===== config.mk =====
export PLATFORM = sky130hd
export DESIGN_NAME = i2c_reg_bank
export DESIGN_NICKNAME = d
export VERILOG_FILES = /design/src/rtl/i2c_reg_bank.sv
export SDC_FILE = /design/constraint.sdc
export NUM_CORES = 1
export LEC_CHECK = 0
export CORE_MARGIN = 1.5
export CORE_UTILIZATION = 35
export DETAILED_ROUTE_END_ITERATION = 10
export SYNTH_ARGS = -nofsm -noshare
export SYNTH_HDL_FRONTEND = slang
export SYNTH_SLANG_ARGS = --single-unit

===== constraint.sdc =====
create_clock -name clk -period 3.4 [get_ports clk]
set_clock_uncertainty 0.15 [all_clocks]
set_input_delay 0.68 -clock clk [delete_from_list [all_inputs] [get_ports clk]]
set_output_delay 0.68 -clock clk [all_outputs]
set_load 0.1 [all_outputs]

===== src/rtl/i2c_reg_bank.sv =====
// Register bank on the I2C peripheral's application bus: control, user registers,
// maskable W1C interrupt flags, synchronised hardware status and a snapshot counter.
module i2c_reg_bank #(
    parameter logic [7:0] CHIP_ID = 8'hA5
) (
    input  logic        clk,
    input  logic        rst_n,
    input  logic        wr_rdn,
    input  logic [7:0]  addr,
    input  logic [7:0]  wdata,
    input  logic        we,
    output logic [7:0]  rdata,
    output logic [7:0]  status,
    input  logic [7:0]  event_i,
    input  logic [7:0]  hw_status_i,
    output logic        irq_o,
    output logic        cnt_en_o,
    output logic [63:0] user_regs_o
);

    localparam logic [7:0] A_ID      = 8'h00;
    localparam logic [7:0] A_CTRL    = 8'h01;
    localparam logic [7:0] A_MASK    = 8'h02;
    localparam logic [7:0] A_FLAGS   = 8'h03;
    localparam logic [7:0] A_HW      = 8'h04;
    localparam logic [7:0] A_CNT_LO  = 8'h05;
    localparam logic [7:0] A_CNT_HI  = 8'h06;

    logic        wr_en;
    logic [1:0]  ctrl_q, ctrl_d;
    logic [7:0]  mask_q, mask_d;
    logic [7:0]  flags_q, flags_d;
    logic [7:0]  hw_meta_q, hw_sync_q;
    logic [15:0] cnt_q, cnt_d;
    logic [15:0] snap_q, snap_d;
    logic        irq_q, irq_d;
    logic [7:0]  user_q [8];

    assign wr_en = we & wr_rdn;

    always_comb begin
        ctrl_d  = ctrl_q;
        mask_d  = mask_q;
        flags_d = flags_q;
        cnt_d   = cnt_q;
        snap_d  = snap_q;
        if (wr_en && addr == A_CTRL)
            ctrl_d = wdata[1:0];
        if (wr_en && addr == A_MASK)
            mask_d = wdata;
        if (wr_en && addr == A_FLAGS)
            flags_d = flags_q & ~wdata;
        // Event set is applied after the clear so a colliding set wins.
        flags_d = flags_d | event_i;
        if (wr_en && addr == A_CTRL && wdata[2])
            cnt_d = 16'h0000;
        else if (ctrl_q[1])
            cnt_d = cnt_q + 16'd1;
        if (wr_en && addr == A_CNT_LO)
            snap_d = cnt_q;
        irq_d = ctrl_q[0] & |(flags_q & mask_q);
    end

    always_ff @(posedge clk or negedge rst_n) begin
        if (!rst_n) begin
            ctrl_q    <= '0;
            mask_q    <= '0;
            flags_q   <= '0;
            hw_meta_q <= '0;
            hw_sync_q <= '0;
            cnt_q     <= '0;
            snap_q    <= '0;
            irq_q     <= 1'b0;
        end else begin
            ctrl_q    <= ctrl_d;
            mask_q    <= mask_d;
            flags_q   <= flags_d;
            hw_meta_q <= hw_status_i;
            hw_sync_q <= hw_meta_q;
            cnt_q     <= cnt_d;
            snap_q    <= snap_d;
            irq_q     <= irq_d;
        end
    end

    generate
        for (genvar gi = 0; gi < 8; gi++) begin : g_user
            localparam logic [7:0] A_USER = 8'(8 + gi);
            logic [7:0] user_d;

            always_comb begin
                user_d = user_q[gi];
                if (wr_en && addr == A_USER)
                    user_d = wdata;
            end

            always_ff @(posedge clk or negedge rst_n) begin
                if (!rst_n)
                    user_q[gi] <= '0;
                else
                    user_q[gi] <= user_d;
            end

            assign user_regs_o[gi*8 +: 8] = user_q[gi];
        end
    endgenerate

    // Pure decode: the peripheral pre-fetches, so reads must not touch state.
    always_comb begin
        rdata = 8'h00;
        case (addr)
            A_ID:     rdata = CHIP_ID;
            A_CTRL:   rdata = {6'b0, ctrl_q};
            A_MASK:   rdata = mask_q;
            A_FLAGS:  rdata = flags_q;
            A_HW:     rdata = hw_sync_q;
            A_CNT_LO: rdata = snap_q[7:0];
            A_CNT_HI: rdata = snap_q[15:8];
            default: begin
                if (addr[7:3] == 5'b00001)
                    rdata = user_q[addr[2:0]];
            end
        endcase
    end

    assign status   = flags_q & mask_q;
    assign irq_o    = irq_q;
    assign cnt_en_o = ctrl_q[1];

endmodule


==> results of run 1 <==
[through the flow]
stage	setup WS [ns]	power (mW)	util (%)
floorplan	0.0543	2.29	-
global placement	-0.108	2.52	45.8
detailed placement	-0.0910	2.54	45.8
CTS	0.0101	4.39	49.5
global route	0.0499	4.54	49.7
finish	0.129	4.36	49.7
[per-layer routing]
metal / wire length, um / up-vias / share of wire, %
met4: 193 / 0 / 1.1
met5: 0 / - / 0
li1: - / 1921 / -
met2: 7920 / 149 / 47
met1: 7760 / 2213 / 46
met3: 959 / 14 / 5.7
[worst max path at each step]
stage	cells after the start	endpoint	slack, ns
4_1_cts	7	rdata[4]	0.01
6_report	7	rdata[4]	0.13
3_3_place_gp	8	rdata[0]	-0.11
3_5_place_dp	8	rdata[0]	-0.09
5_1_grt	6	rdata[4]	0.05
2_1_floorplan	6	rdata[5]	0.05
[registers in the layout (all words and copies together) (netlist names)]
register and count:
hw_meta_q 8, irq_o 1, user_regs_o 64, mask_q 8
hw_sync_q 8, ctrl_q 2, cnt_q 16, snap_q 16
flags_q 8
[area by class of cell]
class	count	area, um^2
Fill cell	1452	8410
Sequential cell	131	3280
Multi-Input combinational cell	280	2690
Timing Repair Buffer	159	1430
Clock buffer	22	494
Tap cell	220	275
Clock inverter	9	103
Inverter	7	26.3
[cell usage in the layout, fill, tap and decap left out, types with 7 or more instances in the layout]
master	Yosys	routed
dfrtp_1	131	131
mux2_4	10	10
inv_1	7	7
buf_12	1	12
xnor2_1	12	12
nor2_1	20	20
clkbuf_16	0	17
buf_4	0	112
mux2_2	85	85
nand2_1	18	18
mux4_2	15	15
clkdlybuf4s50_1	0	31
a21o_1	8	8
nor2b_1	8	7
a221oi_1	9	7
nor3_2	6	7
nand3_1	7	7
and2_1	8	8
[power by group through the flow]
stage	clock network [mW]	logic [mW]	registers [mW]
floorplan	0	0.333	1.96
global placement	0	0.671	1.85
detailed placement	0	0.684	1.85
CTS	1.87	0.689	1.83
global route	1.95	0.746	1.85
finish	1.84	0.689	1.83
[kinds of logic (layout without fill, tap and decap cells)]
logic type / count (synthesis) / in the layout
muxes: 116 / 116
DFF: 131 / 131
AOI/OAI and AO/OA: 44 / 44
xor gates and xnor gates: 15 / 15
adders and majority gates: 1 / 1
and+or+nand+nor: 104 / 104
buffers and inverters: 34 / 197
==> impl_results.md, run 1 <==
- Die width: 134 um
- Adder and majority gate portion of the synthesized area: less than 1%
- Placed insts: about 800
- GRT met2 Usage: 29.8%
- Layout cells sized above 1: 48.8%
- Tcrit/Tclk final: 96.2%
- Wire length per cell: around 20 um
- Top cells by area, synth: dfrtp_1, mux2_2, mux4_2
- Post-synth top cells: dfrtp_1, mux2_2, nor2_1
- Top-count cell post-synth: dfrtp_1
- Clock Latency Late Sink: between 0.4 and 0.5 ns
- Critical path data arrival time: roughly 2.4 ns
- Slowest Stage Delay on Critical Path: 0.44 ns
- End of the worst register-to-register path: cnt_q[15]$_DFFE_PN0P_
- Placed cell area: between 0.007 and 0.008 mm^2
- Iteration-0 DRC Markers: 203
- Gr ovfl total: 0
- Combinational share of power: 15.8%
- GR peak layer: met2
- Sequential area share after synthesis: 54.6%
- P&R area growth vs syn: 38.1%
- RSZ-0062 raised after global routing: no
- Met3 global-route usage: 4.65%
- FF-to-FF path depth: 4
- DRT Pass-1 Iters: 4
- I/O Pins: 118
- CP Launch Type: input pin
- Post-Route WL: 16800 um
- Yosys reg bits: 131
- Post-synthesis compound-gate area fraction: 5.46%
- Die height: roughly 130 um
- Core Box Area: 0.0167 mm^2
- Gpl congestion: 0.892
- Largest net degree at the start of global routing: 73
- Routed Antenna Nets: 0
- Die area: 0.0180 mm^2
- Clock power frac: ~42%
- Final Hold Slack: 0.0197 ns
- Sink Count: 131
- Clock root buffer: clkbuf_16
- Syn Area/Cell: 13.5 um^2
- FMAX: 0.306 GHz
- Switching pwr: 1.26 mW
- Status: completed
- Mapped Cells: 445
- Crit path capture type: output port
- Post-CTS Hold Buffers: 0
- Total Routing Usage GR: between 10% and 20%
- Setup tns final: 0 ns
- PortBufs: roughly 120
- NumNets Final: 633
- DR vias: 4297
- Pleak: between 3 and 4 nW
- Top FF cell, synth: dfrtp_1
- Largest family of logic cells by synthesized area: multiplexers
- Post-CTS Resized: 6
- Peak supply drop: 0.365 mV
- Slew of the pin with the lowest slew margin: about 0.54 ns
- Crit Path Max Fanout: 6
- Initial antenna violation count: 0
- Inserted Clock Buffers: 17
- Mapped Area: 0.00601 mm^2
- Synth cell types: 47
- PwrDens: 526 mW/mm^2
- Post-synth EDFFs: 0
- Slew Limit Fails: 0
- FP Rows: 47
- Crit-path slowest cell: clkdlybuf4s50_1
- N_diodes: 0
- Setup Viol. Count Final: 0
- Hold Fails Final Rpt: 0
- Final Cell Area: ~0.0083 mm^2
- Post-Layout Cell Count: 828
- GRT met1 Usage: between 20 and 30%
- # H-tree levels: 4
- Yosys Warn Count: 0
- Hpwl dp: 12200 um
- CTS clk-pin slew, worst paths: 0.05 ns
- Critical-path cell list: clkdlybuf4s50_1 -> nor4_2 -> buf_4 -> nand2b_2 -> nor3_1 -> o21bai_2 -> buf_12
- Post-synth net total: 482
- Period minus WS final: 3.27 ns
- Slew headroom: 64.1%
- Critical path required time: ~2.6 ns
- CTS tree: built
- Cell taking the most area after synthesis: dfrtp_1
- Beginning of the critical path: addr[4]
- Power Internal: between 3 and 4 mW
- DRC Markers: 0
- WS Path Type: in -> out
- Worst min path class: in -> async
- Sequential power share: between 40% and 50%
- Synth Area in Simple Gates: 9.94%
- Buf/Inv on CP: 3
- Vias per cell: 5.19
- Largest delay share family, worst path: buffers and inverters
- Reg-to-reg startpoint: ctrl_q[1]$_DFFE_PN0P_
- Vias in the first global route: roughly 4400
- Max cap viols: 0
- Share of the synthesized area in the top cell type: about 55%
- Synth Area in XOR/XNOR: 2.19%
- R2r setup slk: 1.44 ns
- Multiplexer share of the synthesized area: 25.1%
- Switching share of total power: 28.9%
- Post CTS Setup Buffer Count: 0
- FFs w/ async S/R, synth: 100%
- Clock Tree Buf Depth: 2
- Initial Util: 36.0%
- First-pass GRT wire length: 26300 um
Note: power is estimated with default switching activity, not from simulation.
==> run 2: changes to the inputs <==
CTS_BUF_LIST = sky130_fd_sc_hd__clkbuf_4   (was default)
==> impl_results.md, run 2 (synthesized netlist as in run 1, its figures left out) <==
- FMAX: 0.305 GHz (was 0.306 GHz)
- I/O Pins: 118 (unchanged)
- Wire length per cell: 20.0 um (was 20.3 um)
- Post CTS Setup Buffer Count: 0 (unchanged)
- Max cap viols: 0 (unchanged)
- Total Routing Usage GR: 19.4% (was 19.5%)
- Critical path data arrival time: 2.45 ns (was 2.44 ns)
- Initial antenna violation count: 0 (unchanged)
- Most common cell after layout, fill and taps aside: dfrtp_1 (unchanged)
- Initial Util: 36.0% (unchanged)
- Reg-to-reg startpoint: ctrl_q[1]$_DFFE_PN0P_ (unchanged)
- Iteration-0 DRC Markers: 197 (was 203)
- Most frequent cells in the layout: dfrtp_1, buf_4, mux2_2 (unchanged)
- Crit path capture type: output port (unchanged)
- CTS clk-pin slew, worst paths: 0.10 ns (was 0.05 ns)
- First-pass GRT wire length: 26100 um (was 26300 um)
- Slew of the pin with the lowest slew margin: 0.501 ns (was 0.537 ns)
- Gr ovfl total: 0 (unchanged)
- CP Launch Type: input pin (unchanged)
- Peak supply drop: 0.249 mV (was 0.365 mV)
- Fillers: 1484 (was 1452)
- Slowest Stage Delay on Critical Path: 0.44 ns (about the same)
- Clock Tree Buf Depth: 2 (unchanged)
- End of the worst register-to-register path: cnt_q[15]$_DFFE_PN0P_ (unchanged)
- Hold path start: hw_meta_q[2]$_DFF_PN0_
- DRT Pass-1 Iters: 4 (unchanged)
- Max FFs per register: 64 (unchanged)
- Clock root buffer: clkbuf_4 (was clkbuf_16)
- Beginning of the critical path: addr[4] (unchanged)
- Core Box Area: 0.0167 mm^2 (unchanged)
- Largest delay share family, worst path: buffers and inverters (unchanged)
- FP Rows: 47 (unchanged)
- Setup tns final: 0 ns (unchanged)
- PwrDens: 440 mW/mm^2 (was 526 mW/mm^2)
- DR vias: 4274 (was 4297)
- Hold Fails Final Rpt: 0 (unchanged)
- Critical path required time: 2.57 ns (about the same)
- Vias in the first global route: 4391 (was 4430)
- Worst min path class: reg -> reg (was in -> async)
- Die area: 0.0180 mm^2 (unchanged)
- WS Path Type: in -> out (unchanged)
- Final Core Density: 47.6% (was 49.7%)
- RSZ-0062 raised after global routing: no (unchanged)
- Slew headroom: 66.5% (was 64.1%)
- Status: completed (unchanged)
- Critical-path cell list: clkdlybuf4s50_1 -> nor4_2 -> buf_4 -> nand2b_2 -> nor3_1 -> o21bai_2 -> buf_12 (unchanged)
- Slew Limit Fails: 0 (unchanged)
- Placed insts: 797 (unchanged)
- N_diodes: 0 (unchanged)
- FF-to-FF path depth: 4 (unchanged)
- Post-Layout Cell Count: 829 (was 828)
- Layout cells sized above 1: 47.8% (was 48.8%)
- Vias per cell: 5.16 (was 5.19)
- P&R area growth vs syn: 32.3% (was 38.1%)
- Tcrit/Tclk final: 96.4% (was 96.2%)
- CTS tree: built (unchanged)
- Post-Route WL: 16600 um (was 16800 um)
- Die width: 134 um (unchanged)
- R2r setup slk: 1.45 ns (was 1.44 ns)
- Clock Latency Late Sink: 0.54 ns (was 0.41 ns)
- Pleak: 3.66 nW (was 3.82 nW)
- Gpl congestion: 0.892 (unchanged)
- Routed Antenna Nets: 0 (unchanged)
- PortBufs: 117 (unchanged)
- Hold path endpoint: hw_sync_q[2]$_DFF_PN0_
- Buf/Inv on CP: 3 (unchanged)
- Die height: 134 um (unchanged)
- Period minus WS final: 3.28 ns (was 3.27 ns)
- Crit Path Max Fanout: 6 (unchanged)
- Crit-path slowest cell: clkdlybuf4s50_1 (unchanged)
- Hpwl dp: 12200 um (unchanged)
- # H-tree levels: 4 (unchanged)
- Setup Viol. Count Final: 0 (unchanged)
- Hold depth: 0
- DRC Markers: 0 (unchanged)
- Inserted Clock Buffers: 17 (unchanged)
- Largest net degree at the start of global routing: 73 (unchanged)
- NumNets Final: 634 (was 633)
- Sink Count: 131 (unchanged)
==> run 2: cell types whose count changed in the layout (fill, tap and decap cells not counted) <==
cell | before | now
clkbuf_16 | 17 | 0
a221oi_1 | 7 | 8
a221oi_2 | 2 | 1
clkbuf_4 | 0 | 17
clkbuf_8 | 5 | 0
dlygate4sd3_1 | 0 | 1
clkinv_1 | 0 | 5
==> run 2: where the power goes <==
| group | total, mW | switching (mW) | internal (mW) |
|---|---|---|---|
| clock | 0.984 | 0.571 | 0.413 |
| combinational | 0.686 | 0.433 | 0.253 |
| sequential | 1.83 | 0.150 | 1.68 |
| total | 3.50 | 1.15 | 2.34 |
==> run 2: how the worst max path moves through the flow <==
stage,to,slack (ns),depth (start not counted)
2_1_floorplan,rdata[5],0.05,6
5_1_grt,rdata[4],0.05,6
6_report,rdata[4],0.12,7
3_3_place_gp,rdata[0],-0.11,8
3_5_place_dp,rdata[0],-0.09,8
4_1_cts,rdata[4],0.01,7
==> run 2: worst register-to-register path: stages (launching register included) <==
cell and delay, ns:
dfrtp_1 0.58, nand4_1 0.37, nor4_1 0.51, xnor2_1 0.17, nor2_1 0.05
==> run 2: stage by stage <==
| stage | area [um^2] | setup WS [ns] | power, mW | hold WS, ns |
|---|---|---|---|---|
| 3_5_place_dp | 7660 | -0.0910 | 2.54 | 0.190 |
| 2_1_floorplan | 6090 | 0.0543 | 2.29 | 0.181 |
| 3_3_place_gp | 7660 | -0.108 | 2.52 | 0.192 |
| 4_1_cts | 7930 | 0.0101 | 3.53 | 0.211 |
| 5_1_grt | 7950 | 0.0499 | 3.68 | 0.220 |
| 6_report | 7950 | 0.122 | 3.50 | 0.200 |
==> run 2: routing by layer <==
layer	global-route usage, %	share of wire [%]
met1	27.7	47
met2	29.5	46
met3	4.08	4.7
met4	6.58	1.7
met5	0	0
==> run 2: final cells by class <==
type	count	area [um^2]	area share [%]
Timing Repair Buffer	160	1440	18.1
Tap cell	220	275	3.46
Inverter	7	26.3	0.331
Clock inverter	14	121	1.53
Clock buffer	17	128	1.61
Multi-Input combinational cell	280	2680	33.7
Sequential cell	131	3280	41.2
==> run 2: what timing repair did <==
action                                  in CTS  in global routing
hold buffers                                 1                  0
gates resized for setup                      6                  5
endpoints found under the setup margin       5                  6
hold endpoints to repair                    21                  0
